## src/rtl/updown_cnt_seq_ctrl.sv

```systemverilog
// Sequencer for a W-bit enable/direction up/down counter: takes a target over valid/ready,
// steps the counter along the shorter wrap-around path, then verifies it and reports done/err.
module updown_cnt_seq_ctrl #(
   parameter int W      = 2,
   parameter int SETTLE = 1
) (
   input  logic         clk,
   input  logic         rst,
   input  logic         req_valid,
   output logic         req_ready,
   input  logic [W-1:0] req_target,
   input  logic         abort,
   input  logic [W-1:0] cnt_ps,
   output logic         cnt_e,
   output logic         cnt_x,
   output logic         busy,
   output logic         done,
   output logic         err
);

   typedef enum logic [2:0] {
      S_IDLE, S_CALC, S_RUN, S_CHECK, S_DONE, S_ERR
   } state_e;

   localparam int         SW   = (SETTLE > 1) ? $clog2(SETTLE) : 1;
   localparam logic [W:0] HALF = (W+1)'(2 ** (W - 1));

   state_e          state_q, state_d;
   logic [W-1:0]    tgt_q, tgt_d;
   logic [W-1:0]    rem_q, rem_d;
   logic            dir_q, dir_d;
   logic [SW-1:0]   settle_q, settle_d;
   logic            ready_q, ready_d;
   logic [W-1:0]    diff;

   always_comb begin
      // NOTE: every next-state value gets a default first so no path infers a latch.
      state_d  = state_q;
      tgt_d    = tgt_q;
      rem_d    = rem_q;
      dir_d    = dir_q;
      settle_d = settle_q;
      ready_d  = ready_q;
      diff     = tgt_q - cnt_ps;

      case (state_q)
         S_IDLE: begin
            // ready rises one cycle after entering IDLE, since ready_q enters IDLE low
            ready_d = 1'b1;
            if (req_valid && ready_q) begin
               tgt_d   = req_target;
               dir_d   = 1'b0;
               ready_d = 1'b0;
               state_d = S_CALC;
            end
         end
         S_CALC: begin
            if (diff == '0) begin
               state_d = S_DONE;
            end else if ({1'b0, diff} <= HALF) begin
               dir_d   = 1'b1;
               rem_d   = diff;
               state_d = S_RUN;
            end else begin
               dir_d   = 1'b0;
               rem_d   = ~diff + W'(1);
               state_d = S_RUN;
            end
         end
         S_RUN: begin
            if (rem_q == W'(1)) begin
               settle_d = '0;
               state_d  = S_CHECK;
            end else begin
               rem_d = rem_q - W'(1);
            end
         end
         S_CHECK: begin
            if (settle_q == SW'(SETTLE - 1)) begin
               state_d = (cnt_ps == tgt_q) ? S_DONE : S_ERR;
            end else begin
               settle_d = settle_q + SW'(1);
            end
         end
         S_DONE, S_ERR: state_d = S_IDLE;
         default:       state_d = S_IDLE;
      endcase

      if (abort && (state_q == S_CALC || state_q == S_RUN || state_q == S_CHECK)) begin
         state_d = S_IDLE;
      end
   end

   // NOTE: sequential state uses non-blocking assignments so all registers update together.
   always_ff @(posedge clk or negedge rst) begin
      if (!rst) begin
         state_q  <= S_IDLE;
         tgt_q    <= '0;
         rem_q    <= '0;
         dir_q    <= 1'b0;
         settle_q <= '0;
         ready_q  <= 1'b0;
      end else begin
         state_q  <= state_d;
         tgt_q    <= tgt_d;
         rem_q    <= rem_d;
         dir_q    <= dir_d;
         settle_q <= settle_d;
         ready_q  <= ready_d;
      end
   end

   // Moore outputs: decoded from registered state only; dir_q is cleared on accept
   assign req_ready = ready_q;
   assign cnt_e     = (state_q == S_RUN);
   assign cnt_x     = (state_q != S_IDLE) && dir_q;
   assign busy      = (state_q != S_IDLE);
   assign done      = (state_q == S_DONE);
   assign err       = (state_q == S_ERR);

endmodule

```

## config.mk

```make
export PLATFORM = sky130hd
export DESIGN_NAME = updown_cnt_seq_ctrl
export DESIGN_NICKNAME = d
export VERILOG_FILES = /design/src/rtl/updown_cnt_seq_ctrl.sv
export SDC_FILE = /design/constraint.sdc
export NUM_CORES = 1
export LEC_CHECK = 0
export ABC_AREA = 1
export CORE_ASPECT_RATIO = 0.7
export CORE_MARGIN = 2
export CORE_UTILIZATION = 25
export CTS_CLUSTER_SIZE = 40
export DETAILED_ROUTE_END_ITERATION = 8
export PLACE_DENSITY = 0.55
export SKIP_CTS_REPAIR_TIMING = 1
export SYNTH_ARGS = -nofsm -noshare
export SYNTH_HDL_FRONTEND = slang
export SYNTH_SLANG_ARGS = --single-unit
```

## constraint.sdc

```tcl
create_clock -name clk -period 1.86 [get_ports clk]
set_input_delay 0.186 -clock clk [delete_from_list [all_inputs] [get_ports clk]]
set_output_delay 0.186 -clock clk [all_outputs]
set_load 0.02 [all_outputs]
```

## Word-level counts from Yosys, hierarchy flattened

Index checks and enable logic that the tools add are counted.

| storage, ports and cells | value |
|---|---|
| flip-flop bits (word level) | 10 |
| output and inout bits | 6 |
| word-level logic and storage cells | 61 |

| operators by class | value |
|---|---|
| add/sub/neg operators | 4 |
| magnitude comparators | 1 |
| equality and inequality tests | 14 |
| multiplexer cells | 19 |
| bitwise gates (word level) | 1 |
| reductions and logical operators | 16 |

Operators with widths:

| kind | count |
|---|---|
| $mux W3 | 5 |
| $pmux W3 S4 | 1 |
| $reduce_and A3 Y1 | 3 |
| $mux W1 | 7 |
| $eq A3 B2 Y1 const B | 2 |
| $eq A3 B3 Y1 const B | 2 |
| $mux W2 | 3 |
| $ne A2 B2 Y1 const B | 3 |
| $reduce_bool A2 Y1 | 3 |
| $pmux W1 S2 | 2 |
| $pmux W2 S2 | 1 |
| $reduce_and A2 Y1 | 2 |
| $eq A3 B1 Y1 const B | 1 |
| $logic_and A1 B1 Y1 | 3 |
| $logic_not A3 Y1 | 1 |
| $ne A3 B1 Y1 const B | 1 |
| $ne A3 B2 Y1 const B | 1 |
| $ne A3 B3 Y1 const B | 1 |
| $reduce_bool A3 Y1 | 1 |
| $add A2 B1 Y2 const B | 1 |
| $eq A2 B1 Y1 const B | 1 |
| $eq A2 B2 Y1 | 1 |
| $le A2 B2 Y1 const B | 1 |
| $logic_not A2 Y1 | 1 |
| 6 further kinds | 7 |

## Logic depth before layout (Yosys ltp)

Gate-level depths: netlist of run 1.

| logic depth | value |
|---|---|
| depth after elaboration | 6 |
| depth in mapped cells | 9 |

## Worst setup path after synthesis of run 1

Ideal clock, no wire load.

| timing path | value |
|---|---|
| path type | reg-to-reg |
| start point | register state_q[1] |
| end point | register dir_q |
| arrival time | 1.068 ns |
| path slack | 0.674 ns |
| stages on the path, launching flop included | 9 |
| cell sequence | dfrtp_1 nor2_2 inv_2 nor2_2 inv_2 nor2_4 inv_2 nand3_1 nand2_1 |

| on the way | value |
|---|---|
| cells in the longest elaborated chain, start to end | 3 |
| elaborated cells on any way between the ends | 7 |
| classes of those cells | eq/ne: 3; mux: 1; reduce/logical: 3 |

Ends and longest elaborated chain:

| item | line | text |
|---|---|---|
| from (decl) | 28 | `state_e state_q, state_d;` |
| from (signal assigned) | 104 | `state_q <= state_d;` |
| $eq A3 B1 Y1 / $logic_not A3 Y1 (equally long branches) | 46 | `case (state_q)` |
| $ne A2 B2 Y1 (no source line) / $reduce_bool A2 Y1 (equally long branches) | - |  |
| $reduce_and A3 Y1 (no source line) | - |  |
| to (signal assigned) | 107 | `dir_q <= dir_d;` |
| to (decl) | 31 | `logic dir_q, dir_d;` |

Parallel ways exist; a longest one is shown, timed or not.
A chain may end at the register's enable or synchronous reset.

## Final worst setup path of run 1

| timing path | value |
|---|---|
| start point | register state_q[2] |
| end point | output port cnt_e |

| on the way | value |
|---|---|
| cells in the longest elaborated chain, start to end | 1 |

Ends and longest elaborated chain:

| item | line | text |
|---|---|---|
| $eq A3 B2 Y1 | 115 | `assign cnt_e = (state_q == S_RUN);` |
| to (decl) | 14 | `output logic cnt_e,` |

No other way between the ends.

==> run summary, run 1 <==
synth top area cells: dfrtp_1 (38%), nand2_1 (14%), nand3_1 (12%), inv_1 (7.5%), nor2_1 (4.4%)
final worst path period share: 0.816
VDD IR max: 565 uV
Slew @ Worst Pin: 0.412 ns
Final Hold Violating Endpoints: 0
DR WL met3: 116 um
highest metal layer with signal wires: met4
max_cap viols: 0
antenna violations before repair: 0
cell taking the most area after synthesis: dfrtp_1
Synth Instances: 87
DRT Pass-1 Iters: 4
ratio of cells with drive above 1 in the final layout: 0.144
Required @ worst endpoint: 1.67 ns
Ports: 14
syn_nets: 97
Final setup viols: 0
static leakage: 0.479 nW
Avg Synthesized Cell Area: 6.90 um2
Worst setup SP type: flop
Max-slew headroom: 0.725
die area: 2820 um2
largest net degree at the start of global routing: 10
post-DP HPWL: 1080 um
area of the multi-input gates: 312 um2
register area: 225 um2
die height: 45.0 um
number of flops mapped to enable cells by yosys: 0
hold crit path type: in -> async
Fmax: 0.659 GHz
CTS clk-pin slew, worst paths: 0.06 ns
CORE AREA: 2210 um2
CTS Buf Count: 3
total power draw: 1.30 mW
Post-synth top cells: nand2_1 (23), nand3_1 (14), inv_1 (12), dfrtp_1 (9), nor2_1 (7)
Post-route DRC: 0
diodes inserted: 0
skew final: 0.00290 ns
clock tree from TritonCTS: done
wl on met1: 757 um
Final Slew Violations: 0
H-tree depth: 1
met2 routed WL: 460 um
outcome: finished clean
Area Growth Syn to Fin: 34.8%
CP arrival: 1.33 ns
Synth Flop Type: dfrtp_1
Worst-Skew Late Latency: 0.26 ns
effective utilization at floorplan: 0.272
die width: 62.6 um
WHS: 0.217 ns
Fill cells: 249
Avg Vias per Cell: 4.27
Mapped Area: 601 um2
antenna viol nets, final: 0
Tmin final: 1.52 ns
IO buf count: 13
first-pass GRT wire length: 2370 um
Pwr per Cell Area: 1600 nW/um2
Longest Clk Path Bufs: 2
Worst setup EP type: primary output
count leader, synth: nand2_1
Layout Nets: 115
initial DRC count: 28
Yosys Warn Count: 0
critical path class: reg -> out
ys async rst share: 1.00
Synth top area share: 0.375
Yosys reg bits: 9
Routed Wire Length: 1340 um
Global Route Usage Sum: 0.113
routed wire length per instance: 9.88 um
vias in the first global route: 515
clock tree root buffer cell: clkbuf_4
Final Wtd Congestion: 0.789
Sink Count: 9
vias: 581
CP Max Fanout: 6
Cell variety after synth: 15
RSZ-0062 raised after global routing: false
sequential fraction of the synthesis area: 0.375
grt ovf: 0
floorplan row count: 14
[report_power, final]
| group | switching [mW] | internal, mW |
|---|---|---|
| clock network | 0.0697 | 0.0828 |
| registers | 0.0787 | 0.284 |
| logic | 0.484 | 0.299 |
[critical path, cell delays in order (launching register included)]
cell and delay [ns]:
dfrtp_1 0.46, inv_2 0.14, nand3_2 0.13, inv_2 0.11, dlymetal6s2s_1 0.22
[cells in the final DEF (no fill, tap or decap), drive strengths merged]
| master | count |
|---|---|
| nand2 | 24 |
| inv | 17 |
| nand3 | 15 |
| nor2 | 11 |
| dfrtp | 9 |
| clkdlybuf4s50 | 8 |
| dlymetal6s2s | 5 |
| o21ai | 4 |
| clkbuf | 4 |
| nand4 | 3 |
| a21oi | 2 |
| ha | 2 |
[cell families (layout without fill, tap and decap cells)]
logic type,after synthesis,in the layout,share of synthesized area
compound gates,6,6,0.0562
buf+inv,17,34,0.106
fa+ha+maj,2,2,0.0417
flops,9,9,0.375
simple gates,53,53,0.421
[flip-flops by register name, indices dropped and copies added, names as in the netlist]
register   count
state_q        3
rem_q          2
tgt_q          2
dir_q          1
req_ready      1
[per-layer routing]
metal | track usage | vias to the layer above
met5 | 0 | -
met4 | 0.0267 | 0
met3 | 0.0549 | 2
met2 | 0.138 | 19
met1 | 0.170 | 250
li1 | - | 310
[through the flow]
stage / cell area (um2) / utilization / instances / setup slack (ns) / TNS, ns
floorplan: 601 / - / 87 / 0.674 / 0
global placement: 771 / 0.349 / 132 / 0.280 / 0
detailed placement: 771 / 0.349 / 132 / 0.252 / 0
CTS: 797 / 0.361 / 136 / -0.0431 / -0.0464
global route: 810 / 0.367 / 136 / 0.236 / 0
finish: 810 / 0.367 / 136 / 0.342 / 0
[area by class of cell]
| type | instances | share of cell area |
|---|---|---|
| Timing Repair Buffer | 13 | 0.176 |
| Clock buffer | 4 | 0.0325 |
| Sequential cell | 9 | 0.278 |
| Tap cell | 32 | 0.0495 |
| Multi-Input combinational cell | 61 | 0.385 |
| Inverter | 17 | 0.0788 |
[worst paths after layout]
check | start | endpoint | slack (ns) | cells past startpoint
max in group asynchronous | rst | state_q[2] | 1.35 | 1
hold reg to reg | req_ready | req_ready | 0.51 | 2
setup reg to reg | tgt_q[0] | dir_q | 0.57 | 8
setup / recovery | state_q[2] | cnt_e | 0.34 | 4
hold / removal | rst | state_q[1] | 0.22 | 1
min in group clk | req_target[0] | tgt_q[0] | 0.48 | 3
(Power assumes the default switching activity.)
==> run 2: changes to the inputs <==
--- a/config.mk
+++ b/config.mk
@@ -11,7 +11,7 @@
 export CORE_UTILIZATION = 25
 export CTS_CLUSTER_SIZE = 40
 export DETAILED_ROUTE_END_ITERATION = 8
-export PLACE_DENSITY = 0.55
+export PLACE_DENSITY = 0.56
 export SKIP_CTS_REPAIR_TIMING = 1
 export SYNTH_ARGS = -nofsm -noshare
 export SYNTH_HDL_FRONTEND = slang
==> constraint.sdc (replaced) <==
create_clock -name clk -period 1.25 [get_ports clk]
set_input_delay 0.125 -clock clk [delete_from_list [all_inputs] [get_ports clk]]
set_output_delay 0.125 -clock clk [all_outputs]
set_load 0.02 [all_outputs]
==> run 2 against run 1 <==
Against the previous run:
- the run now ends with setup timing left
- sequential cell count did not move
- routed wire length rose by 15%
- die area did not move
- critical endpoint is now busy
==> run summary, run 2 (same netlist as run 1, synthesis figures left out) <==
outcome: finished with violations
failing checks: setup timing
Slew @ Worst Pin: 0.415 ns (+0.00368 ns)
Reg2Reg Depth: 9 (+1)
VDD IR max: 901 uV (+59%)
post-DP HPWL: 1180 um (+9.0%)
vias in the first global route: 560 (+8.7%)
H-tree depth: 1 (unchanged)
max_cap viols: 0 (unchanged)
placed cell count: 145 (+9.8%)
first-pass GRT wire length: 2440 um (+3.2%)
CORE AREA: 2210 um2 (unchanged)
reg-to-reg endpoint: dir_q
Fill cells: 271 (+8.8%)
Top Registers: state_q x3, rem_q x2, tgt_q x2
vias: 659 (+13%)
grt ovf: 0 (unchanged)
CP Max Fanout: 5 (-1)
FF-to-FF setup slack: -0.08 ns (-0.65 ns)
floorplan row count: 14 (unchanged)
die height: 45.0 um (unchanged)
Final Hold Violating Endpoints: 0 (unchanged)
commonest non-fill, non-tap cell in the layout: nand2_1
ratio of cells with drive above 1 in the final layout: 0.375 (+0.231)
die width: 62.6 um (unchanged)
Pwr per Cell Area: 2520 nW/um2 (+57%)
Avg Vias per Cell: 4.34 (+1.5%)
DRT Pass-1 Iters: 4 (unchanged)
die area: 2820 um2 (unchanged)
Top reg by flops: state_q
largest net degree at the start of global routing: 10 (unchanged)
Final Wtd Congestion: 0.808 (+2.4%)
Post-Layout Cell Count: 152 (+12%)
hold crit path type: in -> async
Worst setup SP type: flop
Final Slew Violations: 0 (unchanged)
TNS Setup: -0.379 ns (-0.379 ns)
max reg flops: 3 (unchanged)
CTS Buf Count: 3 (unchanged)
antenna violations before repair: 0 (unchanged)
final worst path period share: 1.07
RSZ-0062 raised after global routing: true
skew final: 0.00364 ns (+0.000739 ns)
fin worst setup slack: -0.0888 ns (-0.431 ns)
CP arrival: 1.21 ns (-0.12 ns)
critical path class: reg -> out
diodes inserted: 0 (unchanged)
Worst setup EP type: primary output
static leakage: 0.499 nW (+4.2%)
Util after Layout: 0.433 (+0.0658)
clock tree from TritonCTS: done
Post-route DRC: 0 (unchanged)
crit-path cells: nor2_4, inv_2, nor2_4, inv_2, buf_2
routed wire length per instance: 10.2 um (+2.9%)
reg2reg start: state_q[0]
Buf/Inv on CP: 3 (unchanged)
antenna viol nets, final: 0 (unchanged)
Tmin final: 1.34 ns
WHS: 0.157 ns (-0.0600 ns)
Layout Nets: 131 (+14%)
Worst path slowest cell: dfrtp_2
Required @ worst endpoint: 1.12 ns (-0.55 ns)
effective utilization at floorplan: 0.272 (unchanged)
Sink Count: 9 (unchanged)
IO buf count: 13 (unchanged)
Global Route Usage Sum: 0.120 (+0.00767)
delay-heaviest family, CP: flip-flops
setup slack after placement: -0.202 ns (-0.454 ns)
Ports: 14 (unchanged)
Fmax: 0.747 GHz
Worst-Skew Late Latency: 0.27 ns (about the same)
total power draw: 2.40 mW (+85%)
dpl cell area: 868 um2 (+13%)
clock tree root buffer cell: clkbuf_4
Longest Clk Path Bufs: 2 (unchanged)
Area Growth Syn to Fin: 59.0%
final instance area: 955 um2 (+18%)
Final setup viols: 9 (+9)
most frequent cells in the layout: nand2_1 (21), buf_4 (17), nand3_1 (12), inv_1 (11)
Max-slew headroom: 0.722 (-0.00246)
Worst path max stage delay: 0.45 ns (about the same)
initial DRC count: 13 (-54%)
Routed Wire Length: 1540 um (+15%)
CTS clk-pin slew, worst paths: 0.06 ns (about the same)
==> run 2: cell type report <==
cell class	count	area [um2]	share of cell area
Tap cell	32	40.0	0.0419
Multi-Input combinational cell	61	354	0.371
Inverter	17	63.8	0.0668
Timing Repair Buffer	29	243	0.254
Clock buffer	4	26.3	0.0275
Sequential cell	9	228	0.239
==> run 2: worst max path at each step <==
stage,from,end,slack [ns],cells after the start
5_1_grt,state_q[0],dir_q,-0.18,9
3_3_place_gp,state_q[1],cnt_x,-0.19,5
6_report,state_q[0],busy,-0.09,5
4_1_cts,state_q[1],cnt_x,-0.51,5
3_5_place_dp,state_q[1],cnt_x,-0.20,5
2_1_floorplan,state_q[1],dir_q,0.06,8
==> run 2: power by group <==
part	total, mW	switching [mW]	internal, mW
combinational	1.62	0.870	0.750
clock	0.228	0.105	0.123
sequential	0.553	0.124	0.429
==> run 2: worst register-to-register path: cells and delay by family (launching register included) <==
family,cells,cell delay [ns]
and+or+nand+nor,5,0.51
DFF,1,0.45
buffers and inverters,4,0.26
==> run 2: routing by layer <==
| layer | vias up | routed length [um] | global-route usage |
|---|---|---|---|
| li1 | 344 | - | - |
| met1 | 288 | 770 | 0.163 |
| met2 | 23 | 643 | 0.161 |
| met3 | 4 | 87 | 0.0349 |
| met4 | 0 | 42 | 0.0933 |
| met5 | - | 0 | 0 |
==> run 3: changes to the inputs <==
--- a/config.mk
+++ b/config.mk
@@ -6,6 +6,7 @@
 export NUM_CORES = 1
 export LEC_CHECK = 0
 export ABC_AREA = 1
+export CAP_MARGIN = 40
 export CORE_ASPECT_RATIO = 0.7
 export CORE_MARGIN = 2
 export CORE_UTILIZATION = 25
==> results of run 3 <==
No change in the layout: final DEF, timing and power equal those of run 2.
==> RTL edit (flow settings as in run 3) <==
Set the parameter `W` to 4 (it was 2).
--- a/src/rtl/updown_cnt_seq_ctrl.sv
+++ b/src/rtl/updown_cnt_seq_ctrl.sv
@@ -3,3 +3,3 @@
 module updown_cnt_seq_ctrl #(
-   parameter int W      = 2,
+   parameter int W      = 4,
    parameter int SETTLE = 1
Ports: changed (resized cnt_ps and req_target); port bits go from 14 to 18. The function was not compared with the original's and may differ.
==> RTL edit against run 3 <==
The run still ends with setup timing left. Cell count increased by 53%. Synthesized area increased by 54%. Via count increased by 54%. Routed wire length increased by 63%. Power increased by 75%. Sequential cell count increased by 4. Combinational power increased by 87%. Non-clock buffer count increased by 15. First-iteration DRC count increased to 4.4 times the old value. Cell area increased by 63%. Utilization increased by 0.70 points. Count of clock-buffer cells in the layout unchanged. Worst setup slack got worse by 0.57 ns. Critical path type is now reg2reg.
==> RTL edit: results (changes against run 3) <==
stage,metric,value,unit,change
power,Sw Share,45.2,%,-0.57 points
sta,Clock Skews,0.00180,ns,-0.00184 ns
power,overall power,4.20,mW,+75%
placement,placed inst area,1340,um^2,+54%
sta,final setup vio count,14,,+5
power,sequential share of power,18.5,%,-4.5 points
finish,fraction of layout cells with a size suffix above 1,39.9,%,+2.4 points
finish,Regs by FF count,"rem_q (4), tgt_q (4), state_q (3)",,
drt,Met2 Wirelength,1.12,mm,+74%
synth,synth top area cells,"dfrtp_1 (35%), nand2_1 (17%), inv_1 (8.9%)",,
power,LEAKAGE,0.773,nW,+55%
clocking,H-Tree Depth,1,,unchanged
placement,DPL Wire Length,1.89,mm,+60%
drt,Metal-1 WL,1.27,mm,+65%
critical_path,crit path DAT,2.05,ns,+0.84 ns
drt,drt total wl,2.51,mm,+63%
outcome,outcome,"complete, but fails checks",,
critical_path,slowest stage cell on the critical path,fa_1,,
drt,drt pass-1 iters,4,,unchanged
sta,final hold slack,0.180,ns,+0.0227 ns
synth,synth cell count leaders,"nand2_1 (42), inv_1 (22), dfrtp_1 (13), nand3_1 (13), nor2_1 (13)",,
clocking,Worst-Skew Late Latency,0.25,ns,-0.02 ns
sta,setup ws final,-0.661,ns,-0.572 ns
outcome,failing checks,setup timing,,
grt,vias in the first global route,918,,+64%
grt,GRT met2 Usage,20.3,%,+4.2 points
drt,Initial DRC Count,57,,+44
synth,Netlist cell types,18,,+3
finish,final non-filler cell total,233,,+53%
synth,Synth Area per Inst,6.85,um^2,-0.78%
drt,via count,1015,,+54%
critical_path,Worst path top cell family by delay,adder cells,,
critical_path,Worst Reg-to-Reg Cells,11,,+2
grt,met1 GRT Util,16.6,%,+0.23 points
critical_path,CP Launch Point,tgt_q[0],,
critical_path,crit path to,rem_q[1],,
synth,"Seq/Total Area, Yosys",35.2,%,-2.3 points
clocking,Root Driver,clkbuf_8,,
grt,first-pass GRT wire length,4.00,mm,+64%
grt,largest net degree at the start of global routing,14,,+4
power,power share of the combinational group,72.0,%,+4.5 points
finish,Nets,203,,+55%
synth,Mapped Nets,154,,+59%
critical_path,delay of the slowest cell on the worst path,0.53,ns,+0.08 ns
sta,Fin Setup TNS,-5.00,ns,-4.62 ns
placement,# port buffers,17,,+4
sta,worst slew pin tran,0.272,ns,-0.143 ns
clocking,total CTS buffers,3,,unchanged
grt,met3 GRT Util,3.63,%,+0.14 points
drt,metal3 WL,107,um,+23%
synth,Synth Flop Type,dfrtp_1,,
critical_path,capture point of the worst reg-to-reg path,rem_q[1],,
grt,total track usage,12.4,%,+0.42 points
critical_path,CP Max Fanout,5,,unchanged
placement,GP Congestion,0.800,,-0.97%
placement,post-placement worst setup slack,-0.830,ns,-0.628 ns
drt,Remaining DRCs,0,,unchanged
power,maximum VDD drop,1.21,mV,+34%
## RTL edit: cell count changes after synthesis, moves of 2 or more
cell,change
dfrtp_1,+4
nand2_1,+19
ha_1,+4
xnor2_1,+2
nor2_1,+6
inv_2,-4
o21ai_0,+5
nand2_2,+2
a21oi_1,+3
nor2_2,-3
inv_1,+10
## RTL edit: cells by family (layout without fill, tap and decap cells)
| group | count (synthesis) | after routing | share of synthesized area (%) |
|---|---|---|---|
| AOI/OAI and AO/OA | 14 | 14 | 7.71 |
| DFF | 13 | 13 | 35.2 |
| and+or+nand+nor | 76 | 76 | 35.6 |
| buffers and inverters | 23 | 71 | 9.34 |
| xor gates and xnor gates | 2 | 2 | 1.89 |
| adders and majority gates | 7 | 7 | 10.3 |
## RTL edit: layout make-up
type / instances / area (um^2)
Clock buffer: 4 / 45.0
Fill cell: 361 / 1980
Inverter: 23 / 86.3
Multi-Input combinational cell: 99 / 648
Sequential cell: 13 / 325
Tap cell: 50 / 62.6
Timing Repair Buffer: 44 / 387
